==> src/rtl/dragon_pkg.sv <==
// Shared geometry, direction codes and FSM state type for the dragon body chain.
package dragon_pkg;
    localparam int POS_W            = 8;
    localparam int DIR_W            = 2;
    localparam int SLOT_W           = POS_W + DIR_W;
    localparam int MAX_SEGMENTS_DEF = 8;

    localparam logic [1:0] DIR_UP    = 2'b00;
    localparam logic [1:0] DIR_RIGHT = 2'b01;
    localparam logic [1:0] DIR_DOWN  = 2'b10;
    localparam logic [1:0] DIR_LEFT  = 2'b11;

    typedef enum logic {ST_SYNC, ST_TRACK} chain_state_e;

    function automatic logic [15:0] thermometer(input logic [3:0] n);
        return (16'd1 << n) - 16'd1;
    endfunction
endpackage

==> src/rtl/dragon_segment_reg.sv <==
// One chain slot: a {pos, dir} register that loads from the slot ahead when shifting.
module dragon_segment_reg
    import dragon_pkg::*;
(
    input  logic              clk,
    input  logic              reset,
    input  logic              shift_en_i,
    input  logic [SLOT_W-1:0] slot_i,
    output logic [SLOT_W-1:0] slot_o
);
    logic [SLOT_W-1:0] slot_q;

    always_ff @(posedge clk or posedge reset) begin
        if (reset)
            slot_q <= '0;
        else if (shift_en_i)
            slot_q <= slot_i;
    end

    assign slot_o = slot_q;
endmodule

==> src/rtl/dragon_body_chain.sv <==
// Body chain tracker: shifts trailing segments on head moves, applies grow/shrink
// requests one per shift and flags head-on-body overlap.
module dragon_body_chain
    import dragon_pkg::*;
#(
    parameter int MAX_SEGMENTS = MAX_SEGMENTS_DEF,
    parameter int INIT_LENGTH  = 2
) (
    input  logic                      clk,
    input  logic                      reset,
    input  logic                      vsync,
    input  logic [POS_W-1:0]          head_pos,
    input  logic [DIR_W-1:0]          head_dir,
    input  logic                      grow,
    input  logic                      shrink,
    output logic [POS_W*MAX_SEGMENTS-1:0] segment_pos,
    output logic [DIR_W*MAX_SEGMENTS-1:0] segment_dir,
    output logic [MAX_SEGMENTS-1:0]   segment_active,
    output logic [3:0]                length,
    output logic                      head_hit_body
);
    localparam logic [3:0] MAX_LEN  = 4'(MAX_SEGMENTS);
    localparam logic [3:0] INIT_LEN = 4'(INIT_LENGTH);

    chain_state_e      state_q, state_d;
    logic [POS_W-1:0]  prev_head_q, prev_head_d;
    logic [DIR_W-1:0]  prev_dir_q, prev_dir_d;
    logic [3:0]        length_q, length_d;
    logic [1:0]        grow_pend_q, grow_pend_d;
    logic [1:0]        shrink_pend_q, shrink_pend_d;
    logic              hit_q, hit_d;
    logic              shift, grow_dec, shrink_dec, hit_any;
    logic [SLOT_W-1:0] slot_in  [MAX_SEGMENTS];
    logic [SLOT_W-1:0] slot_out [MAX_SEGMENTS];

    // Decrement is only requested when the counter is non-zero, so no underflow.
    function automatic logic [1:0] pend_next(input logic [1:0] cur, input logic dec,
                                             input logic inc);
        logic [2:0] t;
        t = {1'b0, cur} - {2'b00, dec} + {2'b00, inc};
        return (t > 3'd3) ? 2'd3 : t[1:0];
    endfunction

    for (genvar i = 0; i < MAX_SEGMENTS; i++) begin : g_slot
        if (i == 0) begin : g_head
            assign slot_in[i] = {prev_head_q, prev_dir_q};
        end else begin : g_tail
            assign slot_in[i] = slot_out[i-1];
        end

        dragon_segment_reg u_seg (
            .clk        (clk),
            .reset      (reset),
            .shift_en_i (shift),
            .slot_i     (slot_in[i]),
            .slot_o     (slot_out[i])
        );

        assign segment_pos[POS_W*i +: POS_W] = slot_out[i][SLOT_W-1:DIR_W];
        assign segment_dir[DIR_W*i +: DIR_W] = slot_out[i][DIR_W-1:0];
    end

    assign segment_active = MAX_SEGMENTS'(thermometer(length_q));
    assign length         = length_q;
    assign head_hit_body  = hit_q;

    // Overlap uses the slot contents before this cycle's shift lands.
    always_comb begin
        hit_any = 1'b0;
        for (int i = 0; i < MAX_SEGMENTS; i++) begin
            if (segment_active[i] && (head_pos == slot_out[i][SLOT_W-1:DIR_W]))
                hit_any = 1'b1;
        end
    end

    always_ff @(posedge clk or posedge reset) begin
        if (reset) begin
            state_q       <= ST_SYNC;
            prev_head_q   <= '0;
            prev_dir_q    <= '0;
            length_q      <= INIT_LEN;
            grow_pend_q   <= '0;
            shrink_pend_q <= '0;
            hit_q         <= 1'b0;
        end else begin
            state_q       <= state_d;
            prev_head_q   <= prev_head_d;
            prev_dir_q    <= prev_dir_d;
            length_q      <= length_d;
            grow_pend_q   <= grow_pend_d;
            shrink_pend_q <= shrink_pend_d;
            hit_q         <= hit_d;
        end
    end

    always_comb begin
        state_d     = state_q;
        prev_head_d = prev_head_q;
        prev_dir_d  = prev_dir_q;
        length_d    = length_q;
        hit_d       = hit_q;
        shift       = 1'b0;
        grow_dec    = 1'b0;
        shrink_dec  = 1'b0;

        case (state_q)
            ST_SYNC: begin
                hit_d = 1'b0;
                if (vsync) begin
                    prev_head_d = head_pos;
                    prev_dir_d  = head_dir;
                    state_d     = ST_TRACK;
                end
            end
            ST_TRACK: begin
                if (vsync) begin
                    hit_d      = hit_any;
                    prev_dir_d = head_dir;
                    if (head_pos != prev_head_q) begin
                        shift       = 1'b1;
                        prev_head_d = head_pos;
                        // A request at a length limit is consumed without effect.
                        if (grow_pend_q != 2'd0 && shrink_pend_q != 2'd0) begin
                            grow_dec   = 1'b1;
                            shrink_dec = 1'b1;
                        end else if (grow_pend_q != 2'd0) begin
                            grow_dec = 1'b1;
                            if (length_q < MAX_LEN)
                                length_d = length_q + 4'd1;
                        end else if (shrink_pend_q != 2'd0) begin
                            shrink_dec = 1'b1;
                            if (length_q > 4'd1)
                                length_d = length_q - 4'd1;
                        end
                    end
                end
            end
            default: state_d = ST_SYNC;
        endcase

        grow_pend_d   = pend_next(grow_pend_q, grow_dec, grow);
        shrink_pend_d = pend_next(shrink_pend_q, shrink_dec, shrink);
    end
endmodule

==> config.mk <==
export PLATFORM = sky130hd
export DESIGN_NAME = dragon_body_chain
export DESIGN_NICKNAME = d
export VERILOG_FILES = /design/src/rtl/dragon_pkg.sv /design/src/rtl/dragon_segment_reg.sv /design/src/rtl/dragon_body_chain.sv
export SDC_FILE = /design/constraint.sdc
export NUM_CORES = 1
export LEC_CHECK = 0
export ABC_AREA = 1
export CORE_MARGIN = 4
export CORE_UTILIZATION = 42
export CTS_CLUSTER_SIZE = 25
export DETAILED_ROUTE_END_ITERATION = 12
export HOLD_SLACK_MARGIN = 0.15
export MAX_ROUTING_LAYER = met4
export PLACE_DENSITY = 0.64
export RECOVER_POWER = 100
export SYNTH_ARGS = -nofsm -noshare
export SYNTH_HDL_FRONTEND = slang
export SYNTH_SLANG_ARGS = --single-unit
==> constraint.sdc <==
create_clock -name clk -period 5.4 [get_ports clk]
set_input_delay 1.35 -clock clk [delete_from_list [all_inputs] [get_ports clk]]
set_output_delay 1.35 -clock clk [all_outputs]
set_load 0.02 [all_outputs]
==> metrics list <==
- Total number of vias: 4,594
- Clk root buf: sky130_fd_sc_hd__clkbuf_16
* # setup viols final: 0
- # port buffers: 107
- Fill cells in the final layout number roughly 1,200.
- STA puts the critical path data arrival time at 4.57 ns.
- Fin. max-slew vios: 150
* All-layer global routing usage: about a fifth
- Most Used Layer, Global Route: met2
- In the synthesized netlist, the number of instances is between 600 and 700.
* Max_cap viols: 2
- The number of hold-slack violations in the final timing report is 0.
- In this run the mean area of a mapped cell was 7.72 µm².
- Clk_skew: 0.00573 ns
- The synthesized netlist occupies a cell area of 5280 µm².
* Sequential-to-total area share from yosys stat: 47.4%
- Global routing consumed, on the met3 layer, 5.47% of the routing resources.
* Violated checks: capacitance limit, slew limit
- Clock-pin slew reported for the worst setup and hold paths after clock tree synthesis: roughly 0.070 ns
- The run finished, with violations left.
* 1st-pass router iterations: 7
* Via count of the first global-routing pass: 4,476
- Buffers inserted by post-CTS timing repair: 0
* Worst supply voltage drop on vdd: 0.316 mV
- Die Span X: 120 µm
- Routability congestion estimate: between 0.8 and 0.9
- Synth warn: 0
* DRT iter0 DRCs: 329
- The min-delay analysis places its worst path in the category reg -> reg.
- Count of pins on the block boundary: 108
- No sink is reached through more buffers than the 2 on the longest clock path.
- Global routing used a little under a third of the available met2 tracks.
- Floorplan die height: 120 µm
- Global routing used 25.7% of the available met1 tracks.
- The number of clock buffers added by TritonCTS is 9.
- At the later pin of the worst-skew pair, clock insertion delay measures 0.35 ns.
- In this run the core area contains 40 standard-cell rows.
* Estimated wirelength of the detail-placed design: 9830 µm
- Synthesis inferred 100 register bits.
- Synthesized netlist net count: 713
* Placed cell areas: roughly 6400 µm²
- The number of antenna diodes in the final layout is 0.
- RSZ-0062 raised after global routing: no
* Clock sink count: 100
- Routed length per instance: between 10 and 15 µm
* Leakage power of the design: 3.36 nW
* Final routed wirelength across all metal layers: 13,400 µm
- Entering global routing, the biggest net connects 90 pins.
- Counting I/O delays and the setup requirement, the final critical path takes around 4.4 ns.
- After layout, the worst path uses 80.6% of the clock period.
* Element type at the critical path start: input pin
- At the worst endpoint, the required time is 5.62 ns.
- Design Area, Final: 6710 µm²
- First-pass GRT wire length: 22,200 µm
- The worst setup path is captured at a register.
- Grt total ovfl: 0
* Setup TNS Final: 0 ns
- Number of nets with antenna violations after routing: 0
- TritonCTS clock tree: done
- Least-Margin Pin Slew: 2.63 ns
- Gates resized during post-CTS repair numbered 0.
- Most frequent cells in the layout: sky130_fd_sc_hd__nand2_1 (271), sky130_fd_sc_hd__dfrtp_1 (99), sky130_fd_sc_hd__dlygate4sd3_1 (97)
- Antenna violations before repair: 0
* Detail-routed via count per cell: 4.83
- Setup slack on the worst reg-to-reg path comes out at around 2.5 ns.
* Fraction of final layout cells sized beyond drive strength 1: 3.07%
* Max transition margin: -76.2%
* Most frequent standard cell in the layout excluding fill and tap cells: sky130_fd_sc_hd__nand2_1
- Net count, final: 807
* Area of the die: 14,400 µm²
* CORE AREA: 12,200 µm²
- Distinct cell type count of the synthesized netlist: 28
- In this run the worst path has a maximum fanout of 89.
- In the routed design, unresolved DRC markers number 0.
- Startpoint-to-endpoint class of the critical path: in -> reg
- For this design, the CTS-stage hold fixing added 0 buffers.
- Power spread over the standard cell area amounts to 386 nW/µm².
- FMAX: ~230 MHz
* Starting Density: 43.4%
- Compared with the post-synthesis result, the final layout area differs by 27.0%.
* H-tree depth reported by CTS: 3
-- per-layer routing --
metal / part of all wire, % / routed length (µm)
met4: 1.2 / 163
met5: 0 / 0
met2: 47 / 6380
met3: 5.4 / 732
met1: 46 / 6170
-- flip-flops by register name, indices dropped and copies added, names as in the netlist --
register,cells
head_hit_body,1
length,4
state_q,1
prev_head_q,8
g_slot.u_seg.slot_o,80
prev_dir_q,2
shrink_pend_q,2
grow_pend_q,2
-- cell type report --
class	instances	area (µm²)	share of cell area, %
tap	168	210	3.13
clock inverter	4	47.5	0.709
clock buffer	12	256	3.82
sequential	100	2500	37.3
inverter	75	283	4.21
multi-input combinational	482	2320	34.6
timing repair buffer	110	1090	16.2
-- cells in the mapped netlist --
library cell	count	area share, %
sky130_fd_sc_hd__nand2_1	270	19
sky130_fd_sc_hd__dfrtp_1	99	47
sky130_fd_sc_hd__inv_1	72	5.1
sky130_fd_sc_hd__o21ai_0	59	5.6
sky130_fd_sc_hd__nor2_1	36	2.6
sky130_fd_sc_hd__xnor2_1	21	3.5
sky130_fd_sc_hd__o21ai_1	20	1.9
sky130_fd_sc_hd__nand3_1	19	1.8
sky130_fd_sc_hd__xor2_1	19	3.1
sky130_fd_sc_hd__buf_4	12	1.7
sky130_fd_sc_hd__ha_1	12	2.8
sky130_fd_sc_hd__buf_2	11	1.0
sky130_fd_sc_hd__nand4_1	11	1.3
sky130_fd_sc_hd__a21oi_1	4	0.38
sky130_fd_sc_hd__clkbuf_1	3	0.21
sky130_fd_sc_hd__inv_2	3	0.21
sky130_fd_sc_hd__fa_1	2	0.76
sky130_fd_sc_hd__a21oi_4	1	0.31
sky130_fd_sc_hd__and2_1	1	0.12
sky130_fd_sc_hd__clkbuf_2	1	0.095
sky130_fd_sc_hd__dfstp_2	1	0.50
sky130_fd_sc_hd__nand2_2	1	0.12
sky130_fd_sc_hd__nand3b_1	1	0.14
sky130_fd_sc_hd__nor2_2	1	0.12
sky130_fd_sc_hd__o31ai_1	1	0.14
sky130_fd_sc_hd__or2_0	1	0.12
sky130_fd_sc_hd__or2_1	1	0.12
sky130_fd_sc_hd__or2_2	1	0.12
-- critical path, cell delays in order --
cell and delay (ns):
sky130_fd_sc_hd__clkdlybuf4s50_1 0.69, sky130_fd_sc_hd__inv_2 0.15, sky130_fd_sc_hd__or2_1 0.23, sky130_fd_sc_hd__nand4_1 0.07, sky130_fd_sc_hd__nor2_1 0.07, sky130_fd_sc_hd__a21oi_1 0.22
sky130_fd_sc_hd__clkbuf_2 1.19, sky130_fd_sc_hd__nand2_1 0.33, sky130_fd_sc_hd__xor2_1 0.25
-- cells by family after synthesis --
logic type                 after synthesis  share of synthesized area (%)
and+or+nand+nor                        343                           25.7
buffers and inverters                  102                           8.38
DFF                                    100                           47.4
AOI/OAI and AO/OA                       85                           8.31
xor gates and xnor gates                40                           6.63
adders and majority gates               14                           3.60
-- through the flow --
stage	hold slack (ns)	setup slack (ns)	util (%)	power, mW	std cells
4_1_cts	0.508	1.18	55.4	2.68	951
2_1_floorplan	0.475	1.43	-	1.59	684
3_3_place_gp	0.478	1.19	52.9	1.99	935
6_report	0.503	1.05	55.2	2.59	951
5_1_grt	0.533	0.634	55.2	2.76	951
3_5_place_dp	0.487	1.08	52.9	2.01	935
-- worst paths after layout --
kind / start / endpoint / cells after the start
min in group asynchronous: reset / g_slot[5].u_seg.slot_o[0] / 2
max: head_pos[7] / length[0] / 9
max reg2reg: prev_head_q[7] / length[0] / 7
max in group asynchronous: reset / g_slot[2].u_seg.slot_o[4] / 3
min: g_slot[4].u_seg.slot_o[0] / g_slot[4].u_seg.slot_o[0] / 2
min reg2reg: g_slot[4].u_seg.slot_o[0] / g_slot[4].u_seg.slot_o[0] / 2
-- where the power goes --
group | switching, mW | leakage (nW) | total (mW) | internal [mW]
combinational | 0.540 | 1.95 | 0.906 | 0.367
sequential | 0.142 | 1.27 | 1.03 | 0.886
clock | 0.270 | 0.149 | 0.653 | 0.383
total | 0.952 | 3.36 | 2.59 | 1.64
No activity file was read; power rests on OpenSTA's default activity.
